`src/rtl/mem_arbiter_pkg.sv`:
```
// Shared encodings and widths for the data-memory arbiter between IF and the MEM stage.
package mem_arbiter_pkg;

  localparam int ADDRESS_LEN = 32;
  localparam int WORD_LEN    = 32;
  localparam int WAIT_W      = 4;

  typedef enum logic [1:0] {
    ARB_IDLE   = 2'd0,
    ARB_ACCESS = 2'd1,
    ARB_DONE   = 2'd2
  } arb_state_e;

  localparam logic ARB_OWNER_IF  = 1'b0;
  localparam logic ARB_OWNER_MEM = 1'b1;

endpackage

```
`src/rtl/arb_pick.sv`:
```
// Combinational winner selection between the IF and MEM requesters.
// A tie goes to the port that was not granted last.
module arb_pick (
  input  logic if_req_i,
  input  logic mem_req_i,
  input  logic last_grant_i,
  output logic any_o,
  output logic owner_o
);

  assign any_o = if_req_i | mem_req_i;
  // Holding last_grant_i at IF turns the tie rule into fixed MEM-over-IF priority.
  assign owner_o = (if_req_i && mem_req_i) ? ~last_grant_i : mem_req_i;

endmodule

```
`src/rtl/mem_arbiter.sv`:
```
// Shares the single-port data memory between instruction fetch and the MEM stage.
// Define MEM_ARB_RR_EN for round-robin tie-breaking; otherwise MEM always beats IF.
module mem_arbiter
  import mem_arbiter_pkg::*;
#(
  parameter int WAIT_CYCLES = 2
) (
  input  logic                   clk,
  input  logic                   rst,
  input  logic                   if_req,
  input  logic [ADDRESS_LEN-1:0] if_adr,
  output logic [WORD_LEN-1:0]    if_rdata,
  output logic                   if_ack,
  input  logic                   mem_req,
  input  logic                   mem_we,
  input  logic [ADDRESS_LEN-1:0] mem_adr,
  input  logic [WORD_LEN-1:0]    mem_wdata,
  output logic [WORD_LEN-1:0]    mem_rdata,
  output logic                   mem_ack,
  output logic [ADDRESS_LEN-1:0] m_adr,
  output logic [WORD_LEN-1:0]    m_write_data,
  output logic                   m_mem_read,
  output logic                   m_mem_write,
  input  logic [WORD_LEN-1:0]    m_out,
  output logic                   busy
);

  arb_state_e             state_q, state_d;
  logic [WAIT_W-1:0]      cnt_q, cnt_d;
  logic                   owner_q, owner_d;
  logic                   we_q, we_d;
  logic [ADDRESS_LEN-1:0] adr_q, adr_d;
  logic [WORD_LEN-1:0]    wdata_q, wdata_d;
  logic [WORD_LEN-1:0]    if_rdata_q, if_rdata_d;
  logic [WORD_LEN-1:0]    mem_rdata_q, mem_rdata_d;
  logic                   last_grant;
  logic                   pick_any;
  logic                   pick_owner;

  arb_pick u_pick (
    .if_req_i     (if_req),
    .mem_req_i    (mem_req),
    .last_grant_i (last_grant),
    .any_o        (pick_any),
    .owner_o      (pick_owner)
  );

`ifdef MEM_ARB_RR_EN
  logic last_grant_q;

  always_ff @(posedge clk or posedge rst) begin
    if (rst) begin
      last_grant_q <= ARB_OWNER_IF;
    end else if (state_q == ARB_IDLE && pick_any) begin
      last_grant_q <= pick_owner;
    end
  end

  assign last_grant = last_grant_q;
`else
  assign last_grant = ARB_OWNER_IF;
`endif

  always_comb begin
    // NOTE: every _d defaults to its _q first, so no branch leaves one unassigned and infers a latch.
    state_d     = state_q;
    cnt_d       = cnt_q;
    owner_d     = owner_q;
    we_d        = we_q;
    adr_d       = adr_q;
    wdata_d     = wdata_q;
    if_rdata_d  = if_rdata_q;
    mem_rdata_d = mem_rdata_q;

    unique case (state_q)
      ARB_IDLE: begin
        if (pick_any) begin
          state_d = ARB_ACCESS;
          cnt_d   = WAIT_W'(WAIT_CYCLES);
          owner_d = pick_owner;
          if (pick_owner == ARB_OWNER_MEM) begin
            we_d    = mem_we;
            adr_d   = mem_adr;
            wdata_d = mem_wdata;
          end else begin
            we_d    = 1'b0;
            adr_d   = if_adr;
            wdata_d = '0;
          end
        end
      end
      ARB_ACCESS: begin
        if (cnt_q == '0) begin
          state_d = ARB_DONE;
          if (!we_q) begin
            if (owner_q == ARB_OWNER_MEM) mem_rdata_d = m_out;
            else                          if_rdata_d  = m_out;
          end
        end else begin
          cnt_d = cnt_q - WAIT_W'(1);
        end
      end
      ARB_DONE: state_d = ARB_IDLE;
      default:  state_d = ARB_IDLE;
    endcase
  end

  // NOTE: state uses non-blocking assignments so every register samples the pre-edge values.
  always_ff @(posedge clk or posedge rst) begin
    if (rst) begin
      state_q     <= ARB_IDLE;
      cnt_q       <= '0;
      owner_q     <= ARB_OWNER_IF;
      we_q        <= 1'b0;
      adr_q       <= '0;
      wdata_q     <= '0;
      // NOTE: the read-data holding registers are cleared too, since reset must zero every output.
      if_rdata_q  <= '0;
      mem_rdata_q <= '0;
    end else begin
      state_q     <= state_d;
      cnt_q       <= cnt_d;
      owner_q     <= owner_d;
      we_q        <= we_d;
      adr_q       <= adr_d;
      wdata_q     <= wdata_d;
      if_rdata_q  <= if_rdata_d;
      mem_rdata_q <= mem_rdata_d;
    end
  end

  // Strobes decode from registered state only, so reset drops them without waiting for an edge.
  assign m_adr        = adr_q;
  assign m_write_data = wdata_q;
  assign m_mem_read   = (state_q == ARB_ACCESS) && !we_q;
  assign m_mem_write  = (state_q == ARB_ACCESS) && we_q && (cnt_q == '0);
  assign if_ack       = (state_q == ARB_DONE) && (owner_q == ARB_OWNER_IF);
  assign mem_ack      = (state_q == ARB_DONE) && (owner_q == ARB_OWNER_MEM);
  assign if_rdata     = if_rdata_q;
  assign mem_rdata    = mem_rdata_q;
  assign busy         = (state_q != ARB_IDLE);

endmodule

```
`config.mk`:
```
export PLATFORM = sky130hd
export DESIGN_NAME = mem_arbiter
export DESIGN_NICKNAME = d
export VERILOG_FILES = /design/src/rtl/mem_arbiter_pkg.sv /design/src/rtl/arb_pick.sv /design/src/rtl/mem_arbiter.sv
export SDC_FILE = /design/constraint.sdc
export NUM_CORES = 1
export LEC_CHECK = 0
export ABC_AREA = 0
export CORE_AREA = 4 4 119 121
export CTS_CLUSTER_DIAMETER = 40
export CTS_CLUSTER_SIZE = 40
export DETAILED_ROUTE_END_ITERATION = 8
export DIE_AREA = 0 0 123 125
export GPL_TIMING_DRIVEN = 0
export PLACE_DENSITY_LB_ADDON = 0.2
export SLEW_MARGIN = 20
export SYNTH_ARGS = -nofsm -noshare
export SYNTH_HDL_FRONTEND = slang
export SYNTH_HIERARCHICAL = 1
export SYNTH_SLANG_ARGS = --single-unit
```
`constraint.sdc`:
```
create_clock -name clk -period 6.5 [get_ports clk]
set_input_delay 0.975 -clock clk [delete_from_list [all_inputs] [get_ports clk]]
set_output_delay 0.975 -clock clk [all_outputs]
set_load 0.02 [all_outputs]
```
==> flow_summary_export.csv, run 1 <==
group,metric,value,unit
timing,period_share,0.527,
synth,ys_warn_count,6,
timing,drv_slew,0,
floorplanning,fp.dieW,123,um
critical_path,crit_chain,"inv_1, ha_1, or3b_1, buf_6, nor3_1, clkdlybuf4s50_1",
power_and_ir_drop,p_per_area,528,nW/um2
timing,fmax,0.292,GHz
synth,syn_inst,464,
critical_path,end_kind,"primary output",
clock_tree,clock-sinks,136,
critical_path,path_max_fanout,7,
detailed_routing,vias,4545,
power_and_ir_drop,peakVddDrop,0.224,mV
synth,synth_edf_count,0,
synth,syn_area_per_cell,12.2,um2
critical_path,start_kind,"flip-flop",
floorplanning,start_util,0.432,
place,hpwlAfterDp,12300,um
cells_and_area,nNetsFinal,884,
clock_tree,hold_buffers,0,
place,dp.cells,906,
global_route,grt-ovfl-total,0,
clock_tree,clockBufferDepth,2,
global_route,antenna_found_initial,0,
clock_tree,clockRootBuffer,"clkbuf_16",
place,place.gp.congestion,0.800,
clock_tree,cts_resized,0,
clock_tree,post_cts_buffers,0,
run_status,status,"finished clean",
critical_path,r2r_slack,4.18,ns
floorplanning,fp.dieArea,15400,um2
timing,relSlewSlack,0.460,
detailed_routing,viasPerCell,4.85,
synth,ys_ff_latch,136,
synth,synth_cell_types,27,
floorplanning,io_pins,266,
timing,rsz0062_at_grt,"no",
global_route,track_usage,0.215,
place,port_buffers,265,
detailed_routing,drt_iter0_drc,188,
clock_tree,h-tree-depth,4,
min_path,hold_class,"flip-flop to flip-flop",
critical_path,crit_arrival,2.45,ns
run,max_cap_violations,0,
synth,synth-async-reset-ratio,1.00,
detailed_routing,ant_nets,0,
floorplanning,num_rows,42,
global_route,grt_pass1_vias,4890,
global_route,grt_first_pass_wirelength,25600,um
cells_and_area,diodes,0,
critical_path,cp_slowest_cell,"clkdlybuf4s50_1",
timing,finClkSkew,0.00767,ns
critical_path,cp.required,5.52,ns
power_and_ir_drop,leakage,3.98,nW
detailed_routing,drc,0,
timing,hold_violations,0,
clock_tree,insertion_delay,0.41,ns
timing,tightest_slew,0.809,ns
cells_and_area,drive_gt1_frac,0.139,
synth,yosysSeqAreaShare,0.602,
timing,finalSetupViolations,0,
synth,ys.flop_type,"dfrtp_1",
clock_tree,cts_tree,"yes",
timing,setup_tns,0,ns
timing,finalCriticalPeriod,3.43,ns
cells_and_area,final_cells,937,
detailed_routing,finalWirelength,16100,um
synth,synth_nets,599,
detailed_routing,drt_first_pass_iters,4,
floorplanning,core_region_area,13100,um2
synth,syn-cell-area,5650,um2
critical_path,path_class,"flip-flop to primary output",
cells_and_area,area_growth,63.4,%
detailed_routing,wl_per_cell,17.2,um
clock_tree,path_clk_slew,0.06,ns
critical_path,cp_slowest_stage_delay,0.67,ns
global_route,grt_max_degree,81,
floorplanning,die_h,125,um
cells_and_area,fillers,940,
cells_and_area,most-common-layout-cells,"clkdlybuf4s50_1, dfrtp_1, nand2_1",
cells_and_area,final_common_cell,"clkdlybuf4s50_1",
clock_tree,cts_buffers,17,
## cell usage after synthesis, types with 3 or more instances
| cell | n | area share |
|---|---|---|
| buf_6 | 4 | 0.0080 |
| clkbuf_1 | 23 | 0.015 |
| dfrtp_1 | 136 | 0.60 |
| inv_1 | 5 | 0.0033 |
| mux2_2 | 35 | 0.070 |
| mux2_4 | 30 | 0.080 |
| mux2i_1 | 34 | 0.060 |
| nand2_1 | 99 | 0.066 |
| nand3_1 | 3 | 0.0027 |
| nor2_1 | 3 | 0.0020 |
| nor3_1 | 3 | 0.0027 |
| o21ai_0 | 70 | 0.062 |
## worst max-delay path, delay by kind of cell (launching register included)
family        cells  cell delay [ns]
buf+inv           3             0.92
simple gates      2             0.53
flops             1             0.40
fa+ha+maj         1             0.19
## final timing paths
kind | startpoint | endpoint | cells past startpoint
min in group asynchronous | rst | mem_rdata[5] | 2
max in group asynchronous | rst | if_rdata[27] | 3
setup reg to reg | cnt_q[1] | if_rdata[11] | 7
setup / recovery | cnt_q[1] | m_mem_write | 6
hold reg to reg | m_adr[8] | m_adr[8] | 2
hold / removal | m_adr[8] | m_adr[8] | 2
## sequential cells by signal, indices dropped and copies added (netlist names)
name,cells
state_q,2
m_write_data,32
mem_rdata,32
if_rdata,32
owner_q,1
m_adr,32
cnt_q,4
we_q,1
## cell type report
cell class | instances | area (um2) | share of cell area
repair buffers | 266 | 2680 | 0.290
well taps | 176 | 220 | 0.0238
inverters | 5 | 26.3 | 0.00284
multi-input cells | 293 | 2090 | 0.226
flip-flops and latches | 136 | 3400 | 0.368
clock inverters | 12 | 223 | 0.0241
clock buffers | 19 | 453 | 0.0490
plain buffers | 30 | 144 | 0.0156
## metal layers
| layer | track usage | share of wire | vias to the layer above |
|---|---|---|---|
| met2 | 0.361 | 0.50 | 191 |
| li1 | - | - | 2139 |
| met1 | 0.259 | 0.40 | 2198 |
| met5 | 0 | 0 | - |
| met3 | 0.0786 | 0.091 | 17 |
| met4 | 0.0651 | 0.014 | 0 |
## stage by stage
step	total power, mW	worst slack [ns]	util	hold slack [ns]	cell area [um2]
floorplan	2.65	1.89	-	0.483	5650
global placement	3.74	0.143	0.652	0.462	8530
detailed placement	3.81	3.18	0.654	0.469	8560
CTS	4.92	3.05	0.706	0.482	9240
global route	5.14	2.91	0.706	0.503	9240
finish	4.87	3.07	0.706	0.477	9240
## power by group
part	leakage, nW	switching (mW)	internal, mW	total (mW)
Sequential	1.68	0.250	1.27	1.52
Combinational	1.98	1.13	1.14	2.27
Clock	0.325	0.350	0.737	1.09
## cell families after synthesis
logic type | after synthesis | synth area share
and+or+nand+nor | 119 | 0.0892
adders and majority gates | 2 | 0.00443
other | 1 | 0.000663
muxes | 99 | 0.210
buffers and inverters | 35 | 0.0288
AOI/OAI and AO/OA | 72 | 0.0653
DFF | 136 | 0.602
Note: power is estimated with default switching activity, not from simulation.
==> run 2, diff against run 1 <==
Settings changed: CORE_AREA 4 4 119 121 to 4 4 123 125, DIE_AREA 0 0 123 125 to 0 0 127 129.
Clock period 6.5 ns to 3.5 ns, I/O delays scaled along.
==> run 2 against run 1 <==
Compared with the run above:
- critical path depth did not move
- combinational power rose by 85%
- via count rose by 0.48%
- clock power rose by 61%
- largest cell class unchanged
- largest power group unchanged
- first-iteration DRC count fell by 25%
- utilization fell by 4.1 points
- cell count rose by 0.85%
==> flow_summary_export.csv, run 2 (synthesis gave the netlist of run 1 again) <==
group,metric,value,unit
run_status,status,"finished clean",
detailed_routing,drt-met1-wl,6390,um
power_and_ir_drop,peakVddDrop,0.453,mV
floorplanning,fp.dieW,127,um
detailed_routing,routed.top_layer,"met4",
floorplanning,num_rows,43,
clock_tree,cts_resized,0,
critical_path,timing.rr.end,"if_rdata[9]",
floorplanning,start_util,0.407,
timing,period_share,0.845,
power_and_ir_drop,p_per_area,953,nW/um2
cells_and_area,area_growth,63.2,%
timing,setup_tns,0,ns
place,hpwlAfterDp,13000,um
global_route,grt_first_pass_wirelength,26100,um
timing,drv_slew,0,
place,port_buffers,265,
critical_path,path_max_fanout,7,
detailed_routing,viasPerCell,4.83,
critical_path,r2r_cells,7,
critical_path,timing.rr.start,"cnt_q[0]",
critical_path,path_class,"flip-flop to primary output",
timing,rsz0062_at_grt,"no",
clock_tree,hold_buffers,0,
global_route,grt_max_degree,29,
min_path,hold_class,"input port to asynchronous set/reset pin",
critical_path,crit_arrival,2.43,ns
critical_path,r2r_slack,1.18,ns
detailed_routing,drt_first_pass_iters,6,
clock_tree,cts_tree,"yes",
clock_tree,post_cts_buffers,0,
floorplanning,core_region_area,13900,um2
cells_and_area,most-common-layout-cells,"clkdlybuf4s50_1, dfrtp_1, nand2_1",
detailed_routing,wl_per_cell,17.5,um
clock_tree,cts_buffers,17,
run,max_cap_violations,0,
global_route,grt-ovfl-total,0,
global_route,antenna_found_initial,0,
critical_path,cp.required,2.97,ns
detailed_routing,vias,4567,
place,place.gp.congestion,0.824,
cells_and_area,nNetsFinal,888,
cells_and_area,diodes,0,
global_route,grt_pass1_vias,4962,
detailed_routing,ant_nets,0,
timing,fmax,0.338,GHz
floorplanning,die_h,129,um
detailed_routing,drc,0,
cells_and_area,final_common_cell,"clkdlybuf4s50_1",
detailed_routing,dr_wl_met3,1530,um
cells_and_area,fillers,1046,
timing,finClkSkew,0.00668,ns
timing,finalSetupViolations,0,
power_and_ir_drop,leakage,3.98,nW
detailed_routing,dr_wl_met2,8370,um
timing,hold_violations,0,
clock_tree,clockRootBuffer,"clkbuf_16",
detailed_routing,drt_iter0_drc,141,
timing,relSlewSlack,0.529,
clock_tree,path_clk_slew,0.06,ns
clock_tree,clock-sinks,136,
timing,tightest_slew,0.707,ns
floorplanning,io_pins,266,
detailed_routing,finalWirelength,16600,um
critical_path,end_kind,"primary output",
floorplanning,fp.dieArea,16400,um2
clock_tree,insertion_delay,0.41,ns
critical_path,start_kind,"flip-flop",
clock_tree,clockBufferDepth,2,
cells_and_area,drive_gt1_frac,0.141,
timing,finalCriticalPeriod,2.96,ns
clock_tree,h-tree-depth,4,
timing,whs,0.441,ns
critical_path,startpoint,"cnt_q[0]",
global_route,track_usage,0.206,
==> run 2: where the power goes <==
group,switching (mW),internal (mW)
registers,0.466,2.36
clock network,0.638,1.12
logic,2.09,2.12
==> run 2: worst max path at each step <==
stage,to
2_1_floorplan,cnt_q[0]
3_3_place_gp,m_adr[12]
3_5_place_dp,m_write_data[4]
4_1_cts,m_mem_write
5_1_grt,m_mem_write
6_report,m_mem_write
==> run 2: area by class of cell <==
cell class	instances	area [um2]	share of cell area
plain buffers	30	144	0.0156
clock buffers	23	488	0.0529
clock inverters	8	95.1	0.0103
inverters	5	22.5	0.00244
multi-input cells	293	2090	0.226
flip-flops and latches	136	3400	0.369
well taps	180	225	0.0244
repair buffers	270	2760	0.299
==> run 2: per-stage QoR <==
stage	cell area [um2]	instances	util	power, mW	setup WS [ns]
after floorplan	5660	464	-	4.92	1.28
after global placement	8530	909	0.615	6.96	0.135
after detailed placement	8640	914	0.623	7.09	0.655
after CTS	9230	945	0.665	8.89	0.496
after global routing	9230	945	0.665	9.27	0.372
final	9230	945	0.665	8.79	0.544
==> run 2: critical path, cell delays in order, from the launching register on <==
cell and delay (ns):
dfrtp_1 0.38, inv_1 0.12, ha_1 0.19, or3b_1 0.37, buf_6 0.15, nor3_1 0.15, clkdlybuf4s50_1 0.67
==> run 2: metal layers <==
metal	GRT usage	vias up
met2	0.353	188
met4	0.0644	0
met5	0	-
li1	-	2149
met3	0.0847	21
met1	0.236	2209
